===== config.mk =====
export PLATFORM = sky130hd
export DESIGN_NAME = axi_lite_cmd_master_flat
export DESIGN_NICKNAME = d
export VERILOG_FILES = /design/src/rtl/axi_lite_cmd_master_if.sv /design/src/rtl/axi_lite_cmd_master.sv /design/src/flat_wrapper.sv
export SDC_FILE = /design/constraint.sdc
export NUM_CORES = 1
export LEC_CHECK = 0
export BUFFER_PORTS_ARGS = -buffer_cell sky130_fd_sc_hd__buf_2
export CAP_MARGIN = 20
export CORE_MARGIN = 2
export CORE_UTILIZATION = 49
export DETAILED_ROUTE_END_ITERATION = 6
export PLACE_DENSITY = 0.95
export SETUP_SLACK_MARGIN = 0.1
export SYNTH_ARGS = -nofsm -noshare
export SYNTH_HDL_FRONTEND = slang
export SYNTH_SLANG_ARGS = --single-unit

===== constraint.sdc =====
create_clock -name aclk -period 7.3 [get_ports aclk]
set_input_delay 1.095 -clock aclk [delete_from_list [all_inputs] [get_ports aclk]]
set_output_delay 1.095 -clock aclk [all_outputs]
set_load 0.02 [all_outputs]

===== src/rtl/axi_lite_cmd_master_if.sv =====
// AXI4-Lite bus bundle between the command master and a register slave.
// awprot/arprot are intentionally absent; the master never drives them.
interface axi_lite_cmd_master_if #(
  parameter int ADDR_WIDTH = 32,
  parameter int DATA_WIDTH = 32
);
  logic [ADDR_WIDTH-1:0]   awaddr;
  logic                    awvalid;
  logic                    awready;
  logic [DATA_WIDTH-1:0]   wdata;
  logic [DATA_WIDTH/8-1:0] wstrb;
  logic                    wvalid;
  logic                    wready;
  logic [1:0]              bresp;
  logic                    bvalid;
  logic                    bready;
  logic [ADDR_WIDTH-1:0]   araddr;
  logic                    arvalid;
  logic                    arready;
  logic [DATA_WIDTH-1:0]   rdata;
  logic [1:0]              rresp;
  logic                    rvalid;
  logic                    rready;

  modport master (
    output awaddr, awvalid, wdata, wstrb, wvalid, bready, araddr, arvalid, rready,
    input  awready, wready, bresp, bvalid, arready, rdata, rresp, rvalid
  );

  modport slave (
    input  awaddr, awvalid, wdata, wstrb, wvalid, bready, araddr, arvalid, rready,
    output awready, wready, bresp, bvalid, arready, rdata, rresp, rvalid
  );
endinterface


===== src/rtl/axi_lite_cmd_master.sv =====
// Single-outstanding AXI4-Lite master: one register command in, one response out,
// with the transaction latency measured in a saturating 16-bit counter.
module axi_lite_cmd_master #(
  parameter int ADDR_WIDTH = 32,
  parameter int DATA_WIDTH = 32  // 32 or 64
) (
  input  logic                    aclk,
  input  logic                    areset,
  input  logic                    cmd_valid,
  output logic                    cmd_ready,
  input  logic                    cmd_we,
  input  logic [ADDR_WIDTH-1:0]   cmd_addr,
  input  logic [DATA_WIDTH-1:0]   cmd_wdata,
  input  logic [DATA_WIDTH/8-1:0] cmd_wstrb,
  output logic                    rsp_valid,
  input  logic                    rsp_ready,
  output logic [DATA_WIDTH-1:0]   rsp_rdata,
  output logic [1:0]              rsp_resp,
  output logic                    rsp_we,
  output logic [15:0]             rsp_cycles,
  axi_lite_cmd_master_if.master   m_axi_lite
);

  typedef enum logic [2:0] {StIdle, StWr, StWrResp, StRdAddr, StRdData, StResp} state_e;

  state_e                  state_q, state_d;
  logic [ADDR_WIDTH-1:0]   addr_q;
  logic [DATA_WIDTH-1:0]   wdata_q;
  logic [DATA_WIDTH/8-1:0] wstrb_q;
  logic                    we_q;
  logic                    awvalid_q, wvalid_q, arvalid_q;
  logic [15:0]             cnt_q;
  logic [DATA_WIDTH-1:0]   rdata_q;
  logic [1:0]              resp_q;

  logic accept, busy, aw_done, w_done;

  assign accept  = cmd_valid && cmd_ready;
  assign busy    = state_q inside {StWr, StWrResp, StRdAddr, StRdData};
  // A channel counts as done once its valid has dropped or its handshake fires now.
  assign aw_done = !awvalid_q || m_axi_lite.awready;
  assign w_done  = !wvalid_q || m_axi_lite.wready;

  always_ff @(posedge aclk or posedge areset) begin
    if (areset) state_q <= StIdle;
    else        state_q <= state_d;
  end

  always_comb begin
    state_d = state_q;
    unique case (state_q)
      StIdle:   if (accept) state_d = cmd_we ? StWr : StRdAddr;
      StWr:     if (aw_done && w_done) state_d = StWrResp;
      StWrResp: if (m_axi_lite.bvalid) state_d = StResp;
      StRdAddr: if (m_axi_lite.arready) state_d = StRdData;
      StRdData: if (m_axi_lite.rvalid) state_d = StResp;
      StResp:   if (rsp_ready) state_d = StIdle;
      default:  state_d = StIdle;
    endcase
  end

  always_comb begin
    // Gating with areset keeps cmd_ready low while reset is held.
    cmd_ready          = (state_q == StIdle) && !areset;
    rsp_valid          = (state_q == StResp);
    m_axi_lite.bready  = (state_q == StWrResp);
    m_axi_lite.rready  = (state_q == StRdData);
    m_axi_lite.awvalid = awvalid_q;
    m_axi_lite.wvalid  = wvalid_q;
    m_axi_lite.arvalid = arvalid_q;
    m_axi_lite.awaddr  = addr_q;
    m_axi_lite.araddr  = addr_q;
    m_axi_lite.wdata   = wdata_q;
    m_axi_lite.wstrb   = wstrb_q;
    rsp_rdata          = rdata_q;
    rsp_resp           = resp_q;
    rsp_we             = we_q;
    rsp_cycles         = cnt_q;
  end

  always_ff @(posedge aclk or posedge areset) begin
    if (areset) begin
      addr_q    <= '0;
      wdata_q   <= '0;
      wstrb_q   <= '0;
      we_q      <= 1'b0;
      awvalid_q <= 1'b0;
      wvalid_q  <= 1'b0;
      arvalid_q <= 1'b0;
      cnt_q     <= '0;
      rdata_q   <= '0;
      resp_q    <= '0;
    end else if (accept) begin
      addr_q    <= cmd_addr;
      wdata_q   <= cmd_wdata;
      wstrb_q   <= cmd_wstrb;
      we_q      <= cmd_we;
      awvalid_q <= cmd_we;
      wvalid_q  <= cmd_we;
      arvalid_q <= !cmd_we;
      cnt_q     <= '0;
    end else begin
      if (awvalid_q && m_axi_lite.awready) awvalid_q <= 1'b0;
      if (wvalid_q && m_axi_lite.wready)   wvalid_q  <= 1'b0;
      if (arvalid_q && m_axi_lite.arready) arvalid_q <= 1'b0;
      if (busy && (cnt_q != 16'hFFFF))     cnt_q     <= cnt_q + 16'd1;
      if ((state_q == StWrResp) && m_axi_lite.bvalid) begin
        resp_q  <= m_axi_lite.bresp;
        rdata_q <= '0;
      end
      if ((state_q == StRdData) && m_axi_lite.rvalid) begin
        resp_q  <= m_axi_lite.rresp;
        rdata_q <= m_axi_lite.rdata;
      end
    end
  end

endmodule


===== src/flat_wrapper.sv =====
// flat-port wrapper written by rule: the top's interface ports become plain ports
module axi_lite_cmd_master_flat 
#(
  parameter int ADDR_WIDTH = 32,
  parameter int DATA_WIDTH = 32             
)
  (aclk, areset, cmd_valid, cmd_ready, cmd_we, cmd_addr, cmd_wdata, cmd_wstrb, rsp_valid, rsp_ready, rsp_rdata, rsp_resp, rsp_we, rsp_cycles, m_axi_lite_awaddr, m_axi_lite_awvalid, m_axi_lite_wdata, m_axi_lite_wstrb, m_axi_lite_wvalid, m_axi_lite_bready, m_axi_lite_araddr, m_axi_lite_arvalid, m_axi_lite_rready, m_axi_lite_awready, m_axi_lite_wready, m_axi_lite_bresp, m_axi_lite_bvalid, m_axi_lite_arready, m_axi_lite_rdata, m_axi_lite_rresp, m_axi_lite_rvalid);
  axi_lite_cmd_master_if #(.ADDR_WIDTH(ADDR_WIDTH), .DATA_WIDTH(DATA_WIDTH)) m_axi_lite_i ();
  input  logic aclk;
  input  logic areset;
  input  logic cmd_valid;
  output logic cmd_ready;
  input  logic cmd_we;
  input  logic [ADDR_WIDTH-1:0] cmd_addr;
  input  logic [DATA_WIDTH-1:0] cmd_wdata;
  input  logic [DATA_WIDTH/8-1:0] cmd_wstrb;
  output logic rsp_valid;
  input  logic rsp_ready;
  output logic [DATA_WIDTH-1:0] rsp_rdata;
  output logic [1:0] rsp_resp;
  output logic rsp_we;
  output logic [15:0] rsp_cycles;
  output wire logic [$bits(m_axi_lite_i.awaddr)-1:0] m_axi_lite_awaddr;
  output wire logic [$bits(m_axi_lite_i.awvalid)-1:0] m_axi_lite_awvalid;
  output wire logic [$bits(m_axi_lite_i.wdata)-1:0] m_axi_lite_wdata;
  output wire logic [$bits(m_axi_lite_i.wstrb)-1:0] m_axi_lite_wstrb;
  output wire logic [$bits(m_axi_lite_i.wvalid)-1:0] m_axi_lite_wvalid;
  output wire logic [$bits(m_axi_lite_i.bready)-1:0] m_axi_lite_bready;
  output wire logic [$bits(m_axi_lite_i.araddr)-1:0] m_axi_lite_araddr;
  output wire logic [$bits(m_axi_lite_i.arvalid)-1:0] m_axi_lite_arvalid;
  output wire logic [$bits(m_axi_lite_i.rready)-1:0] m_axi_lite_rready;
  input wire logic [$bits(m_axi_lite_i.awready)-1:0] m_axi_lite_awready;
  input wire logic [$bits(m_axi_lite_i.wready)-1:0] m_axi_lite_wready;
  input wire logic [$bits(m_axi_lite_i.bresp)-1:0] m_axi_lite_bresp;
  input wire logic [$bits(m_axi_lite_i.bvalid)-1:0] m_axi_lite_bvalid;
  input wire logic [$bits(m_axi_lite_i.arready)-1:0] m_axi_lite_arready;
  input wire logic [$bits(m_axi_lite_i.rdata)-1:0] m_axi_lite_rdata;
  input wire logic [$bits(m_axi_lite_i.rresp)-1:0] m_axi_lite_rresp;
  input wire logic [$bits(m_axi_lite_i.rvalid)-1:0] m_axi_lite_rvalid;
  assign m_axi_lite_awaddr = m_axi_lite_i.awaddr;
  assign m_axi_lite_awvalid = m_axi_lite_i.awvalid;
  assign m_axi_lite_wdata = m_axi_lite_i.wdata;
  assign m_axi_lite_wstrb = m_axi_lite_i.wstrb;
  assign m_axi_lite_wvalid = m_axi_lite_i.wvalid;
  assign m_axi_lite_bready = m_axi_lite_i.bready;
  assign m_axi_lite_araddr = m_axi_lite_i.araddr;
  assign m_axi_lite_arvalid = m_axi_lite_i.arvalid;
  assign m_axi_lite_rready = m_axi_lite_i.rready;
  assign m_axi_lite_i.awready = m_axi_lite_awready;
  assign m_axi_lite_i.wready = m_axi_lite_wready;
  assign m_axi_lite_i.bresp = m_axi_lite_bresp;
  assign m_axi_lite_i.bvalid = m_axi_lite_bvalid;
  assign m_axi_lite_i.arready = m_axi_lite_arready;
  assign m_axi_lite_i.rdata = m_axi_lite_rdata;
  assign m_axi_lite_i.rresp = m_axi_lite_rresp;
  assign m_axi_lite_i.rvalid = m_axi_lite_rvalid;
  axi_lite_cmd_master #(.ADDR_WIDTH(ADDR_WIDTH), .DATA_WIDTH(DATA_WIDTH)) u_core (.aclk(aclk), .areset(areset), .cmd_valid(cmd_valid), .cmd_ready(cmd_ready), .cmd_we(cmd_we), .cmd_addr(cmd_addr), .cmd_wdata(cmd_wdata), .cmd_wstrb(cmd_wstrb), .rsp_valid(rsp_valid), .rsp_ready(rsp_ready), .rsp_rdata(rsp_rdata), .rsp_resp(rsp_resp), .rsp_we(rsp_we), .rsp_cycles(rsp_cycles), .m_axi_lite(m_axi_lite_i));
endmodule

=== Word-level counts from Yosys, hierarchy flattened ===
Cells that the tools add are included.

* Register bits: 125
* Bits of input ports: 114
* Output and inout bits: 158
* Word-level logic and storage cells: 69

* Add/sub/neg operators: 1
* Eq/ne operators: 12
* Mux-type cells: 20
* Bitwise gates (word level): 1
* Reductions and logical operators: 24

{| class="wikitable"
|+ Operator list
! operator !! number
|-
| 32-bit two-way mux || 2
|-
| 16-bit two-way mux || 2
|-
| 3-bit two-way mux || 6
|-
| 3-bit one-hot mux with 6 select lines || 1
|-
| 16-bit by 1-bit adder with 16-bit output, second input constant || 1
|-
| 16-bit != test, second input constant || 1
|-
| 2-bit nonzero test || 5
|-
| 1-bit logical AND || 9
|-
| 2-bit by 1-bit != test with 1-bit output, second input constant || 4
|-
| 3-bit by 2-bit equality test with 1-bit output, second input constant || 2
|-
| 3-bit equality test, second input constant || 2
|-
| 1-bit two-way mux || 6
|-
| 2-bit two-way mux || 3
|-
| 6-bit AND reduction || 1
|-
| 1-bit logical NOT || 4
|-
| 2-bit != test, second input constant || 2
|-
| 4-bit nonzero test || 1
|-
| 3-bit by 1-bit equality test with 1-bit output, second input constant || 1
|-
| 3-bit logical NOT || 1
|-
| 1-bit logical OR || 2
|-
| 2-bit AND reduction || 1
|-
| 1-bit NOT || 1
|}

=== Depth between registers and ports, before layout ===
Gate-level depths: netlist of the first run.

* Depth in word-level cells: 5
* Gate-level depth with buffers: 7
* Mapped depth without buffers: 6

=== Least setup slack after synthesis of the first run ===
Ideal clock, no wire load.

* Path kind: in2reg
* Start: input areset
* End: register u_core.state_q[0]
* Setup time: 0.128 ns
* Arrival time: 4.493 ns
* Data required time: 7.172 ns
* Path slack: 2.680 ns
* Stages: 5
* Path buffers: 0
* Path through: inv_1 nand2_1 a21oi_1 o21a_1 mux2_1

* Cells in the longest elaborated chain, start to end: 5

{| class="wikitable"
|+ RTL lines
! item !! line !! RTL
|-
| start: declaration || flat_wrapper.sv:10 || <nowiki>input logic areset;</nowiki>
|-
| 1-bit logical NOT (no source line) || -- ||
|-
| 1-bit logical AND || axi_lite_cmd_master.sv:64 || <nowiki>cmd_ready = (state_q == StIdle) && !areset;</nowiki>
|-
| 1-bit logical AND || axi_lite_cmd_master.sv:38 || <nowiki>assign accept = cmd_valid && cmd_ready;</nowiki>
|-
| 2-bit by 1-bit != test with 1-bit output (no source line) || -- ||
|-
| 6-bit AND reduction (no source line) || -- ||
|-
| end signal: assignment || axi_lite_cmd_master.sv:45 || <nowiki>if (areset) state_q <= StIdle;</nowiki>
|-
| end signal: assignment || axi_lite_cmd_master.sv:46 || <nowiki>else state_q <= state_d;</nowiki>
|-
| end: declaration || axi_lite_cmd_master.sv:26 || <nowiki>state_e state_q, state_d;</nowiki>
|}

Every way passes these cells.
A chain may end at the register's enable or synchronous reset.

=== Worst setup path in the final report of the first run ===
* Start: input areset
* End: output cmd_ready

* Cells in the longest elaborated chain, start to end: 2

{| class="wikitable"
|+ RTL lines
! item !! line !! RTL
|-
| 1-bit logical NOT (no source line) || -- ||
|-
| 1-bit logical AND || axi_lite_cmd_master.sv:64 ||
|-
| end: declaration || flat_wrapper.sv:12 || <nowiki>output logic cmd_ready;</nowiki>
|}

Every way passes these cells.

==> summary.md, run 1 <==
| Metric | Value |
|---|---|
| Status | `complete, no violations` |
| Multi-input gate area | `0.00176 sq mm` |
| # clock sinks | `125` |
| FF+latch area | `roughly 0.0031 sq mm` |
| YS warnings | `0` |
| Power per cell area | `493 mW/mm^2` |
| CP Max Fanout | `3` |
| Most Frequent Cell on Critical Path | `buf_2` |
| Vias per cell | `4.94` |
| Final hold vios | `0` |
| RSZ-0062 raised after global routing | `false` |
| Die Y | `108 microns` |
| Mean Syn Cell Area | `9.85 sq um` |
| Vias in the first global route | `4423` |
| Root Buffer | `clkbuf_8` |
| DRT Pass-1 Iters | `4` |
| CP endpoint kind | `output port` |
| CP max stage delay | `~0.25 ns` |
| Hold depth | `2` |
| Predominant post-synthesis flop cell | `dfrtp_1` |
| RePlAce Congestion | `0.830` |
| Clk_skew | `0.0114 ns` |
| Layout cell share with drive strength beyond 1 | `40.4%` |
| Endpoints failing setup | `0` |
| Final Slew Violations | `0` |
| Hold Path Class | `reg2reg` |
| WHS Endpoint | `u_core.m_axi_lite.wstrb[0]` |
| Nets | `886` |
| Post-synth EDFFs | `0` |
| Final period utilization | `around two fifths` |
| Rows | `37` |
| # diodes | `0` |
| Congestion Overflow GR | `0` |
| Final wirelength | `roughly 13000 microns` |
| Initial core utilization | `roughly half` |
| Post-Syn Area | `0.00528 sq mm` |
| #FFs+latches synth | `125` |
| # IOs | `272` |
| Critical path class | `in2out` |
| Yosys cell types | `40` |
| Vias | `4543` |
| # resized after CTS | `0` |
| Pin count of the biggest net entering global routing | `83` |
| Reg clk slew, reported paths | `0.06 ns` |
| Hold_sp | `u_core.m_axi_lite.wstrb[0]` |
| DP HPWL | `9410 microns` |
| Worst R2R End | `u_core.rsp_cycles[8]` |
| Slew Limit Headroom | `46.3%` |
| Critical path required time | `6.20 ns` |
| Fmax | `358 MHz` |
| Pin slew with the least headroom to its limit | `0.805 ns` |
| H-tree depth | `4` |
| Largest delay share family, worst path | `buffers and inverters` |
| Die area | `approximately 0.012 sq mm` |
| Hold buffer count at cts | `0` |
| Port Buf Inserts | `271` |
| DR iter-0 viols | `approximately 270` |
| R2R cell count | `5` |
| Die span in x | `roughly 110 microns` |
| Clk Latency, worst-skew pair | `0.49 ns` |
| Max_cap viols | `0` |
| Worst setup margin | `around 4.5 ns` |
| FFs w/ async S/R, synth | `100%` |
| Setup TNS Final | `0 ns` |
| Post-place setup slack | `4.51 ns` |
| Drt drc | `0` |
| Placed instance area | `0.00647 sq mm` |
| Total GRT Usage | `22.9%` |
| Leakage | `4.09 nW` |
| Post-route ant nets | `0` |
| # fillers | `around 860` |
| Peak supply drop | `0.236 mV` |
| Cells after Synth | `around 540` |
| CP arrival | `1.70 ns` |
| CORE AREA | `around 0.010 sq mm` |
| Post-synth net total | `651` |
| CP max stage cell | `nor4_2` |
| CTS Buffer Depth | `2` |
| CTS tree | `built` |
| Worst Path Buf+Inv | `2` |
| Setup bufs post-CTS | `0` |
| Wire per inst | `14.4 microns` |
| TritonCTS Buffers | `17` |
| Post-route cell area | `a little over 0.007 sq mm` |
| Final std cells w/o fill | `920` |
| Time the worst path needs with I/O delays and setup | `2.79 ns` |
| Syn-to-layout area delta | `34.9%` |
| Initial antenna violation count | `0` |
| Placed cell count | `887` |
| R2r setup slk | `5.03 ns` |
| Critical path startpoint category | `input pin` |
| First-pass GRT wire length | `21000 microns` |
| CP Cell Sequence | `buf_2 -> nor4_2 -> buf_2` |
| Sequential fraction of the synthesis area | `about three fifths` |
| Power, Total | `0.00351 W` |
| Worst R2R Start | `u_core.state_q[1]` |
power by group:
part	internal (W)	total, W	leakage (nW)	switching [W]
registers	0.000990	0.00122	1.60	0.000229
clock network	0.000586	0.000888	0.305	0.000302
logic	0.000491	0.00141	2.18	0.000915
how the worst max path moves through the flow:
stage,endpoint,cells after the start,from,slack (ns)
after floorplan,u_core.state_q[0],5,areset,2.68
after global placement,cmd_ready,3,areset,4.53
after detailed placement,cmd_ready,3,areset,4.51
after CTS,cmd_ready,2,u_core.state_q[0],4.48
after global routing,cmd_ready,2,u_core.state_q[0],4.41
final,cmd_ready,3,areset,4.51
cell usage in the layout (no fill, tap or decap), types with 6 or more instances in the layout:
| cell | synthesis | routed |
|---|---|---|
| clkbuf_16 | 0 | 16 |
| a22o_1 | 32 | 32 |
| xnor2_1 | 8 | 8 |
| mux2i_1 | 6 | 6 |
| nand2_1 | 222 | 221 |
| dfrtp_1 | 125 | 125 |
| nor2_1 | 12 | 12 |
| buf_2 | 23 | 271 |
| nand3_1 | 6 | 6 |
cell families after synthesis:
| logic type | synth area share (%) |
|---|---|
| AND/OR/NAND/NOR | 21.8 |
| flip-flops | 59.2 |
| buffers and inverters | 7.44 |
| AO/OA/AOI/OAI | 8.34 |
| XOR/XNOR | 1.33 |
| multiplexers | 1.56 |
| adder cells (fa/ha/maj) | 0.237 |
final cells by class:
class,instances,area share [%]
multi-input cells,346,24.8
clock buffers,20,6.39
repair buffers,276,19.7
flip-flops and latches,125,43.9
clock inverters,12,2.57
well taps,136,2.39
inverters,5,0.299
worst register-to-register path: stages, from the launching register on:
cell and delay, ns:
dfrtp_1 0.54, nor4_2 0.44, and2_2 0.21, buf_4 0.64, a311oi_1 0.11, a41o_1 0.24
sequential cells by signal, indices dropped and copies added (netlist names), 2 cells and up:
name,cells
u_core.m_axi_lite.wdata,32
u_core.rsp_cycles,16
u_core.m_axi_lite.araddr,32
u_core.rsp_resp,2
u_core.m_axi_lite.wstrb,4
u_core.state_q,3
u_core.rsp_rdata,32
cell usage after synthesis (all sizes together) (4+ instances only):
cell    instances  area [sq um]
a21oi           4          20.0
a22o           32           280
and3            4          25.0
buf            55           355
clkbuf          5          18.8
dfrtp         125          3130
inv             5          18.8
mux2i           6          60.1
nand2         222           833
nand2b          5          31.3
nand3           6          30.0
nor2           12          45.0
nor3            5          25.0
nor4            6          43.8
o21ai           8          43.8
xnor2           8          70.1
metrics by stage:
stage	hold slack (ns)	utilization [%]
after floorplan	0.581	-
after global placement	0.453	62.1
after detailed placement	0.457	62.1
after CTS	0.471	68.2
after global routing	0.494	68.4
final	0.466	68.4
metal layers:
metal,up-vias,part of all wire [%],global-route usage [%]
met5,-,0,0
met4,0,1.8,8.33
met3,21,7.1,6.05
met2,192,51,39.4
met1,2135,40,27.7
li1,2195,-,-
No activity file was read; power rests on OpenSTA's default activity.
==> run 2: changes to the inputs <==
- CORE_UTILIZATION: 49 -> 45
- PLACE_DENSITY: 0.95 -> 0.91
- clock period: 7.3 -> 2.9 ns (I/O delays scaled with it)
==> run 2 against run 1 <==
  * Worst setup slack lost 3.6 ns
  * Worst hold slack got worse by 0.25 ns
  * Power rose by 150%
  * Flip-flop and latch count is the same
  * Clock skew is 0.0053 ns lower
  * Design area barely moved
  * Critical path depth shrank 1
  * Clock-buffer cell count is 1 lower
  * Wire length rose by 1.0%
  * Critical endpoint unchanged
  * Largest cell class unchanged
  * Largest power group unchanged
==> summary.md, run 2 (same netlist as run 1, synthesis figures left out) <==
| Metric | Value |
|---|---|
| Hold_sp | `cmd_addr[22]` |
| Slew Limit Headroom | `46.3%` |
| TritonCTS Buffers | `17` |
| Layout cell share with drive strength beyond 1 | `40.7%` |
| CP max stage delay | `0.51 ns` |
| Setup bufs post-CTS | `0` |
| DP HPWL | `around 9700 microns` |
| Hold buffer count at cts | `0` |
| Initial antenna violation count | `0` |
| Power, Total | `0.00868 W` |
| RSZ-0062 raised after global routing | `false` |
| # resized after CTS | `0` |
| Critical path startpoint category | `flop` |
| Vias per cell | `between 4 and 5` |
| Root Buffer | `clkbuf_16` |
| First-pass GRT wire length | `roughly 22000 microns` |
| Post-route ant nets | `0` |
| # clock sinks | `125` |
| Final Slew Violations | `0` |
| Peak supply drop | `0.750 mV` |
| Clk_skew | `0.00616 ns` |
| DR iter-0 viols | `294` |
| Pin count of the biggest net entering global routing | `65` |
| FF+latch area | `0.00313 sq mm` |
| RePlAce Congestion | `0.834` |
| Endpoints failing setup | `0` |
| Die span in x | `about 110 microns` |
| Placed instance area | `0.00653 sq mm` |
| Max_cap viols | `0` |
| Die Y | `112 microns` |
| Die area | `0.0126 sq mm` |
| Congestion Overflow GR | `0` |
| H-tree depth | `4` |
| Worst Path Buf+Inv | `1` |
| # fillers | `960` |
| Final period utilization | `69.9%` |
| Pin slew with the least headroom to its limit | `around 0.8 ns` |
| CORE AREA | `roughly 0.011 sq mm` |
| CP Cell Sequence | `nor4_2 -> buf_2` |
| Post-route cell area | `0.00713 sq mm` |
| CP max stage cell | `dfrtp_1` |
| CP arrival | `about 1.6 ns` |
| Vias in the first global route | `~4400` |
| Wire per inst | `14.4 microns` |
| Reg clk slew, reported paths | `0.06 ns` |
| Vias | `4598` |
| CP endpoint kind | `output port` |
| Leakage | `4.09 nW` |
| Worst setup path start | `u_core.state_q[1]` |
| Placed cell count | `between 800 and 900` |
| DRT Pass-1 Iters | `4` |
| Final hold vios | `0` |
| Port Buf Inserts | `271` |
| Most frequent cells in the layout | `271 x buf_2, 221 x nand2_1, 125 x dfrtp_1` |
| Syn-to-layout area delta | `35.0%` |
| Worst R2R Start | `u_core.state_q[1]` |
| Clk Latency, worst-skew pair | `0.40 ns` |
| Rows | `39` |
| CTS tree | `built` |
| Initial core utilization | `46.2%` |
| CP Max Fanout | `14` |
| Total GRT Usage | `around 22%` |
| Final wirelength | `13400 microns` |
| Final Util | `62.4%` |
| Largest delay share family, worst path | `flip-flops` |
| Power per cell area | `1220 mW/mm^2` |
| Setup TNS Final | `0 ns` |
| Final std cells w/o fill | `930` |
| # IOs | `~270` |
| Drt drc | `0` |
| Critical path required time | `around 2.5 ns` |
| Time the worst path needs with I/O delays and setup | `2.03 ns` |
| CTS Buffer Depth | `2` |
| Status | `complete, no violations` |
| Multi-input gate area | `0.00176 sq mm` |
| Commonest non-fill, non-tap cell in the layout | `buf_2` |
| Nets | `just under 900` |
| # diodes | `0` |
| Fmax | `493 MHz` |
| Critical path class | `reg2out` |
| Hold Path Class | `in2reg` |
==> run 2: changes by cell type in the layout (fill, tap and decap cells not counted), moves of 2 or more <==
cell / delta
buf_4: +2
clkbuf_8: -2
clkinv_4: +2
bufinv_16: -2
clkinv_2: +3
buf_12: +2
==> run 2: layer usage <==
layer / global-route usage [%] / up-vias / wire length [microns]
met5: 0 / - / 0
met4: 8.13 / 0 / 221
met3: 5.99 / 21 / 950
met2: 37.8 / 207 / 6990
met1: 25.6 / 2166 / 5260
li1: - / 2204 / -
==> run 2: where the power goes <==
| group | leakage, nW | switching (W) | internal (W) |
|---|---|---|---|
| registers | 1.60 | 0.000571 | 0.00249 |
| logic | 2.20 | 0.00228 | 0.00125 |
| clock network | 0.289 | 0.000773 | 0.00131 |
==> run 2: final timing paths <==
check | endpoint | slack, ns | cells past startpoint
worst max-delay path | cmd_ready | 0.87 | 2
worst min-delay path | u_core.m_axi_lite.araddr[22] | 0.22 | 3
worst max register to register | u_core.rsp_cycles[1] | 0.91 | 5
worst min register to register | u_core.m_axi_lite.wdata[4] | 0.47 | 2
max in group asynchronous | u_core.m_axi_lite.wdata[7] | 2.03 | 3
min in group asynchronous | u_core.state_q[0] | 0.30 | 3
==> run 2: worst reg2reg max path, delay by kind of cell, from the launching register on <==
family | cells | cell delay, ns
buf+inv | 1 | 0.34
simple gates | 3 | 0.92
compound gates | 1 | 0.08
flops | 1 | 0.51
==> run 2: per-stage QoR <==
step	hold slack, ns	worst slack, ns
final	0.215	0.873
after global placement	0.453	1.00
after global routing	0.202	0.702
after floorplan	0.540	-0.177
after CTS	0.196	0.859
after detailed placement	0.461	0.926
==> run 2: final cells by class <==
class / count / share of cell area [%]
flip-flops and latches: 125 / 43.9
multi-input cells: 346 / 24.7
repair buffers: 279 / 20.2
clock buffers: 19 / 6.36
well taps: 143 / 2.51
clock inverters: 13 / 1.95
inverters: 5 / 0.316
